$ cat config.mk
export PLATFORM = sky130hd
export DESIGN_NAME = aes_round_sequencer_flat
export DESIGN_NICKNAME = d
export VERILOG_FILES = /design/src/rtl/aes_round_sequencer_if.sv /design/src/rtl/aes_round_sequencer.sv /design/src/flat_wrapper.sv
export SDC_FILE = /design/constraint.sdc
export NUM_CORES = 2
export LEC_CHECK = 0
export BUFFER_PORTS_ARGS = -buffer_cell sky130_fd_sc_hd__buf_2
export CAP_MARGIN = 10
export CORE_MARGIN = 3
export CORE_UTILIZATION = 53
export DETAILED_ROUTE_END_ITERATION = 10
export PLACE_DENSITY_LB_ADDON = 0.3
export SLEW_MARGIN = 20
export SYNTH_ARGS = -nofsm -noshare
export SYNTH_HDL_FRONTEND = slang
export SYNTH_SLANG_ARGS = --single-unit
$ cat constraint.sdc
create_clock -name clk -period 7 [get_ports clk]
set_clock_uncertainty 0.2 [all_clocks]
set_input_delay 0.35 -clock clk [delete_from_list [all_inputs] [get_ports clk]]
set_output_delay 0.35 -clock clk [all_outputs]
set_load 0.03 [all_outputs]
$ cat src/rtl/aes_round_sequencer_if.sv
// aes_round_sequencer_if
// Bundles the key-table write port, the plaintext/ciphertext valid/ready
// streams and the round-datapath issue bus of the AES round sequencer.
//
// Signals (direction as seen from the sequencer, i.e. the slave modport):
//   rk_wr_en/rk_wr_idx/rk_wr_data  in   round-key table write
//   rk_wr_err                      out  dropped-write pulse
//   keys_valid                     out  last round key has been loaded
//   in_valid/in_data               in   plaintext stream
//   in_ready                       out
//   out_valid/out_data             out  ciphertext stream
//   out_ready                      in
//   rnd_valid/rnd_data/rnd_key/rnd_last  out  round datapath issue
//   rnd_result                     in   round datapath result
//   busy                           out  block in progress
//
// master: the environment (FIFO front end, key loader, round datapath).
// slave:  the sequencer itself.
interface aes_round_sequencer_if;
  logic         rk_wr_en;
  logic [3:0]   rk_wr_idx;
  logic [127:0] rk_wr_data;
  logic         rk_wr_err;
  logic         keys_valid;
  logic         in_valid;
  logic         in_ready;
  logic [127:0] in_data;
  logic         out_valid;
  logic         out_ready;
  logic [127:0] out_data;
  logic         rnd_valid;
  logic [127:0] rnd_data;
  logic [127:0] rnd_key;
  logic         rnd_last;
  logic [127:0] rnd_result;
  logic         busy;

  modport master (
    output rk_wr_en, rk_wr_idx, rk_wr_data,
    output in_valid, in_data, out_ready, rnd_result,
    input  rk_wr_err, keys_valid, in_ready, out_valid, out_data,
    input  rnd_valid, rnd_data, rnd_key, rnd_last, busy
  );

  modport slave (
    input  rk_wr_en, rk_wr_idx, rk_wr_data,
    input  in_valid, in_data, out_ready, rnd_result,
    output rk_wr_err, keys_valid, in_ready, out_valid, out_data,
    output rnd_valid, rnd_data, rnd_key, rnd_last, busy
  );
endinterface

$ cat src/rtl/aes_round_sequencer.sv
// aes_round_sequencer
// Iterative AES-128 encryption controller. Holds the round-key table,
// performs the initial AddRoundKey itself and then time-multiplexes one
// external round datapath over NUM_ROUNDS rounds. The datapath has a fixed
// latency of ROUND_LAT cycles and no handshake, so the sequencer simply
// counts cycles before sampling rnd_result.
//
// Ports:
//   clk    in  rising-edge clock
//   rst_n  in  asynchronous active-low reset
//   bus    aes_round_sequencer_if.slave (key writes, in/out streams,
//          round datapath issue bus, status)
//   perf_blocks, perf_stall  out  only when AES_SEQ_PERF_EN is defined:
//          completed-block count and DONE-with-backpressure cycle count.
//
// Optional feature macro: AES_SEQ_PERF_EN
module aes_round_sequencer #(
  parameter int NUM_ROUNDS = 10,
  parameter int ROUND_LAT  = 2
) (
  input  logic                   clk,
  input  logic                   rst_n,
  aes_round_sequencer_if.slave   bus
`ifdef AES_SEQ_PERF_EN
  ,
  output logic [31:0]            perf_blocks,
  output logic [31:0]            perf_stall
`endif
);

  localparam int              LAT_W    = (ROUND_LAT > 1) ? $clog2(ROUND_LAT) : 1;
  localparam logic [LAT_W-1:0] LAT_INIT = LAT_W'(ROUND_LAT - 1);
  localparam logic [3:0]      LAST_IDX = 4'(NUM_ROUNDS);

  typedef enum logic [1:0] {IDLE, ISSUE, WAIT, DONE} state_t;

  state_t           state, state_next;
  logic [3:0]       round, round_next;
  logic [LAT_W-1:0] lat_cnt, lat_next;
  logic [127:0]     st, st_next;
  logic [127:0]     out_q, out_next;
  logic             keys_valid_q;
  logic             wr_err_q;

  logic [127:0]     rk [0:NUM_ROUNDS];

  logic             wr_ok;
  logic             wr_bad;
  logic             in_ready_int;
  logic             accept;
  logic             in_round;
  logic [127:0]     rk0_eff;

  // Key writes only land while idle; anything else is reported and dropped.
  assign wr_ok  = bus.rk_wr_en && (state == IDLE) && (bus.rk_wr_idx <= LAST_IDX);
  assign wr_bad = bus.rk_wr_en && !wr_ok;

  assign in_ready_int = (state == IDLE) && keys_valid_q;
  assign accept       = bus.in_valid && in_ready_int;

  // A key-0 write in the accept cycle must already apply to this block.
  assign rk0_eff = (wr_ok && (bus.rk_wr_idx == 4'd0)) ? bus.rk_wr_data : rk[0];

  // Round-key table: plain RAM, deliberately not cleared by reset.
  always_ff @(posedge clk) begin
    if (wr_ok) begin
      rk[bus.rk_wr_idx] <= bus.rk_wr_data;
    end
  end

  // Next-state and datapath-register logic.
  always_comb begin
    state_next = state;
    round_next = round;
    lat_next   = lat_cnt;
    st_next    = st;
    out_next   = out_q;
    unique case (state)
      IDLE: begin
        if (accept) begin
          st_next    = bus.in_data ^ rk0_eff;
          round_next = 4'd1;
          state_next = ISSUE;
        end
      end
      ISSUE: begin
        lat_next   = LAT_INIT;
        state_next = WAIT;
      end
      WAIT: begin
        if (lat_cnt != '0) begin
          lat_next = lat_cnt - LAT_W'(1);
        end else begin
          st_next = bus.rnd_result;
          if (round == LAST_IDX) begin
            out_next   = bus.rnd_result;
            state_next = DONE;
          end else begin
            round_next = round + 4'd1;
            state_next = ISSUE;
          end
        end
      end
      DONE: begin
        if (bus.out_ready) begin
          state_next = IDLE;
        end
      end
      default: state_next = IDLE;
    endcase
  end

  // State register plus key-status and error-pulse flops.
  always_ff @(posedge clk or negedge rst_n) begin
    if (!rst_n) begin
      state        <= IDLE;
      round        <= '0;
      lat_cnt      <= '0;
      st           <= '0;
      out_q        <= '0;
      keys_valid_q <= 1'b0;
      wr_err_q     <= 1'b0;
    end else begin
      state    <= state_next;
      round    <= round_next;
      lat_cnt  <= lat_next;
      st       <= st_next;
      out_q    <= out_next;
      wr_err_q <= wr_bad;
      if (wr_ok && (bus.rk_wr_idx == LAST_IDX)) begin
        keys_valid_q <= 1'b1;
      end
    end
  end

  // The round bus is driven only while a round is in flight, so it reads
  // zero when idle and never exposes the uninitialised key RAM.
  assign in_round = (state == ISSUE) || (state == WAIT);

  assign bus.rnd_valid  = (state == ISSUE);
  assign bus.rnd_data   = in_round ? st : '0;
  assign bus.rnd_key    = in_round ? rk[round] : '0;
  assign bus.rnd_last   = in_round && (round == LAST_IDX);

  assign bus.in_ready   = in_ready_int;
  assign bus.out_valid  = (state == DONE);
  assign bus.out_data   = out_q;
  assign bus.busy       = (state != IDLE);
  assign bus.keys_valid = keys_valid_q;
  assign bus.rk_wr_err  = wr_err_q;

`ifdef AES_SEQ_PERF_EN
  // Performance counters; both wrap naturally at 2^32.
  always_ff @(posedge clk or negedge rst_n) begin
    if (!rst_n) begin
      perf_blocks <= '0;
      perf_stall  <= '0;
    end else if (state == DONE) begin
      if (bus.out_ready) begin
        perf_blocks <= perf_blocks + 32'd1;
      end else begin
        perf_stall <= perf_stall + 32'd1;
      end
    end
  end
`endif

endmodule

$ cat src/flat_wrapper.sv
// flat-port wrapper written by rule: the top's interface ports become plain ports
module aes_round_sequencer_flat 
#(
  parameter int NUM_ROUNDS = 10,
  parameter int ROUND_LAT  = 2
)
  (clk, rst_n, bus_rk_wr_en, bus_rk_wr_idx, bus_rk_wr_data, bus_in_valid, bus_in_data, bus_out_ready, bus_rnd_result, bus_rk_wr_err, bus_keys_valid, bus_in_ready, bus_out_valid, bus_out_data, bus_rnd_valid, bus_rnd_data, bus_rnd_key, bus_rnd_last, bus_busy);
  aes_round_sequencer_if bus_i ();
  input  logic clk;
  input  logic rst_n;
  input wire logic [$bits(bus_i.rk_wr_en)-1:0] bus_rk_wr_en;
  input wire logic [$bits(bus_i.rk_wr_idx)-1:0] bus_rk_wr_idx;
  input wire logic [$bits(bus_i.rk_wr_data)-1:0] bus_rk_wr_data;
  input wire logic [$bits(bus_i.in_valid)-1:0] bus_in_valid;
  input wire logic [$bits(bus_i.in_data)-1:0] bus_in_data;
  input wire logic [$bits(bus_i.out_ready)-1:0] bus_out_ready;
  input wire logic [$bits(bus_i.rnd_result)-1:0] bus_rnd_result;
  output wire logic [$bits(bus_i.rk_wr_err)-1:0] bus_rk_wr_err;
  output wire logic [$bits(bus_i.keys_valid)-1:0] bus_keys_valid;
  output wire logic [$bits(bus_i.in_ready)-1:0] bus_in_ready;
  output wire logic [$bits(bus_i.out_valid)-1:0] bus_out_valid;
  output wire logic [$bits(bus_i.out_data)-1:0] bus_out_data;
  output wire logic [$bits(bus_i.rnd_valid)-1:0] bus_rnd_valid;
  output wire logic [$bits(bus_i.rnd_data)-1:0] bus_rnd_data;
  output wire logic [$bits(bus_i.rnd_key)-1:0] bus_rnd_key;
  output wire logic [$bits(bus_i.rnd_last)-1:0] bus_rnd_last;
  output wire logic [$bits(bus_i.busy)-1:0] bus_busy;
  assign bus_i.rk_wr_en = bus_rk_wr_en;
  assign bus_i.rk_wr_idx = bus_rk_wr_idx;
  assign bus_i.rk_wr_data = bus_rk_wr_data;
  assign bus_i.in_valid = bus_in_valid;
  assign bus_i.in_data = bus_in_data;
  assign bus_i.out_ready = bus_out_ready;
  assign bus_i.rnd_result = bus_rnd_result;
  assign bus_rk_wr_err = bus_i.rk_wr_err;
  assign bus_keys_valid = bus_i.keys_valid;
  assign bus_in_ready = bus_i.in_ready;
  assign bus_out_valid = bus_i.out_valid;
  assign bus_out_data = bus_i.out_data;
  assign bus_rnd_valid = bus_i.rnd_valid;
  assign bus_rnd_data = bus_i.rnd_data;
  assign bus_rnd_key = bus_i.rnd_key;
  assign bus_rnd_last = bus_i.rnd_last;
  assign bus_busy = bus_i.busy;
  aes_round_sequencer #(.NUM_ROUNDS(NUM_ROUNDS), .ROUND_LAT(ROUND_LAT)) u_core (.clk(clk), .rst_n(rst_n), .bus(bus_i));
endmodule
==> results_dict.tcl <==
set metrics [dict create \
    status "completed" \
    antenna_left 0 \
    fp.dieW_um 373.0 \
    required_ns 7.54 \
    port_buffers 783 \
    synth_top_area_share 0.5924 \
    holdWs_ns 0.1057 \
    viasPerCell 6.278 \
    yosysTopAreaCell "edfxtp_1" \
    post_drt_wl_per_cell_um 28.62 \
    antenna_found_initial 23 \
    clock_sinks 1673 \
    relSlewSlack 0.2609 \
    crit_arrival_ns 5.49 \
    regToRegEndpoint "u_core.st[58]" \
    nets 5971 \
    synthTopCellsByArea "edfxtp_1 (59%), dfrtp_1 (9.3%), mux4_2 (8.1%)" \
    grt_max_degree 163 \
    cp-end-kind "register" \
    hp-start "bus_rk_wr_idx[0]" \
    fmax_mhz 201.9 \
    cts_setup_buffers 0 \
    ys_seq_area_frac 0.6853 \
    fp.dieArea_um2 139100 \
    maxCapViolations 0 \
    grt_pass1_wl_mm 316.1 \
    grt.overflow.total 0 \
    clkTransAtPathRegs_ns 0.06 \
    hold_viol 0 \
    drv_slew 0 \
    holdPathStages 5 \
    path_max_fanout 60 \
    dp_hpwl_mm 120.4 \
    post-route-min-period_ns 4.952 \
    gp_congestion 0.8472 \
    start_util 0.5341 \
    clock_latency_ns 0.80 \
    synth_flop_cell "edfxtp_1" \
    clockBufferDepth 3 \
    cts_tree "yes" \
    p_per_area_nw_per_um2 394.6 \
    area_delta_synth_final_pct 24.66 \
    power_w 0.03511 \
    crit_path_top_delay_cell "buf_4" \
    rsz0062_at_grt "no" \
    r2r_cells 9 \
    hold_class "in2reg" \
    startpoint_type "register" \
    dp_cells 6542 \
    syn-cell-area_um2 71370 \
    setup_violations 0 \
    cp-startpoint "u_core.state[0]" \
    syn_nets 4649 \
    first_pass_iters 6 \
    first_global_vias 48580 \
    syn_inst 4249 \
    drive_above_1_share 0.2879 \
    cp_cell_sequence "inv_1 > ha_4 > and4bb_4 > buf_4 > nand3_1 > a2111o_1 > dlygate4sd3_1 > nand3_1 > dlygate4sd3_1" \
    cts-root-buf "clkbuf_16" \
    die_h_um 373.0 \
    yosysWarningCount 0 \
    ys_ff_latch 1673 \
    max_stage_delay_ns 0.82 \
    core_um2 133600 \
    cts_made_buffers 170 \
    tightest_slew_ns 1.109 \
    timing.rr.start "u_core.state[0]" \
    async_reset_ff_frac 0.1584 \
    peakVddDrop_uv 651.5 \
    fill_cells 8704 \
    wirelength_mm 214.3 \
    p_leak_nw 33.57 \
    min_to "u_core.st[23]" \
    drtIter0Drc 5404 \
    rows 134 \
    fin_cells 7489 \
    cts.htree.levels 4 \
    period_share 0.7074 \
    critPathKind "reg2reg" \
    synth_edf_count 1408 \
    vias 47010 \
    drc 0 \
    grt_usage 0.3043 \
    io_pins 784 \
    rrSetupSlack_ns 2.05 \
    synth_cell_types 36 \
    avgSynthCellArea_um2 16.80 \
]
-- layout make-up --
type / instances / area (um^2) / share of cell area
Sequential cell: 1673 / 48930 / 0.5499
Antenna cell: 11 / 27.53 / 0.0003094
Tap cell: 1768 / 2212 / 0.02486
Clock buffer: 220 / 4618 / 0.05191
Timing Repair Buffer: 1483 / 10980 / 0.1234
Clock inverter: 91 / 1110 / 0.01247
Inverter: 7 / 26.28 / 0.0002953
Multi-Input combinational cell: 2236 / 21070 / 0.2368
-- critical path, delay by kind of cell (launching register included) --
kind,cells,cell delay (ns)
buffers and inverters,4,2.14
and+or+nand+nor,3,1.20
DFF,1,0.42
adders and majority gates,1,0.29
AOI/OAI and AO/OA,1,0.48
-- placed cells by master (no fill, tap or decap), types with 133 or more instances in the layout --
cell / count
dfrtp_1: 261
nand3_1: 257
nand2_1: 133
buf_2: 782
mux4_2: 256
dlygate4sd3_1: 623
and2_1: 258
o21ai_0: 133
mux2_2: 257
mux2i_1: 257
clkbuf_16: 175
edfxtp_1: 1408
-- cells by family after synthesis --
logic type | count (synthesis) | share of synthesized area
buf+inv | 340 | 0.02183
compound gates | 526 | 0.06185
fa+ha+maj | 7 | 0.001227
simple gates | 933 | 0.07242
flops | 1673 | 0.6853
mux | 770 | 0.1574
-- where the power goes --
group	internal, W	switching [W]	total [W]	leakage (nW)
sequential	0.0114	0.000513	0.0119	16.1
combinational	0.00533	0.00855	0.0139	14.6
clock	0.00548	0.00384	0.00933	2.79
-- worst max path at each step --
stage | endpoint
finish | u_core.st[58]
global route | u_core.st[58]
CTS | bus_rnd_key[60]
detailed placement | bus_rnd_key[48]
global placement | bus_rnd_key[82]
floorplan | u_core.rk[0][0]
-- cells in the mapped netlist, types with 13 or more instances --
cell type	number
edfxtp_1	1408
dfrtp_1	265
and2_1	258
mux2_2	257
mux2i_1	257
nand3_1	257
mux4_2	256
clkbuf_1	214
nand2_1	133
o21ai_0	133
nand4_1	129
nor2b_1	129
a2111o_1	128
o211a_1	128
o211ai_1	128
buf_2	78
buf_6	21
nor2_1	15
buf_1	13
-- stage by stage --
step,util,setup TNS (ns),setup slack [ns],cell area (um^2)
global placement,0.5757,0,3.060,76930
finish,0.6658,0,2.048,88970
global route,0.6657,0,1.921,88960
detailed placement,0.5757,0,3.079,76930
floorplan,-,-312.12,-0.3635,71370
CTS,0.6654,0,2.184,88920
-- layer usage --
layer  routed length (um)  track usage
met5                   62            0
met2               100300       0.4756
met4                 8265       0.1163
met1                83900       0.4189
met3                21770      0.07189
-- flip-flops by register name, indices dropped and copies added (netlist names) --
name,count
u_core.bus.rk_wr_err,1
u_core.round,4
u_core.rk,1408
u_core.lat_cnt,1
u_core.bus.keys_valid,1
u_core.st,128
u_core.bus.out_data,128
u_core.state,2
-- what timing repair did --
| item | 4_1_cts | 5_1_grt |
|---|---|---|
| gates resized for setup | 0 | 0 |
| endpoints found under the hold margin | 1932 | 0 |
| hold buffers | 624 | 0 |
No activity file was read; power rests on OpenSTA's default activity.
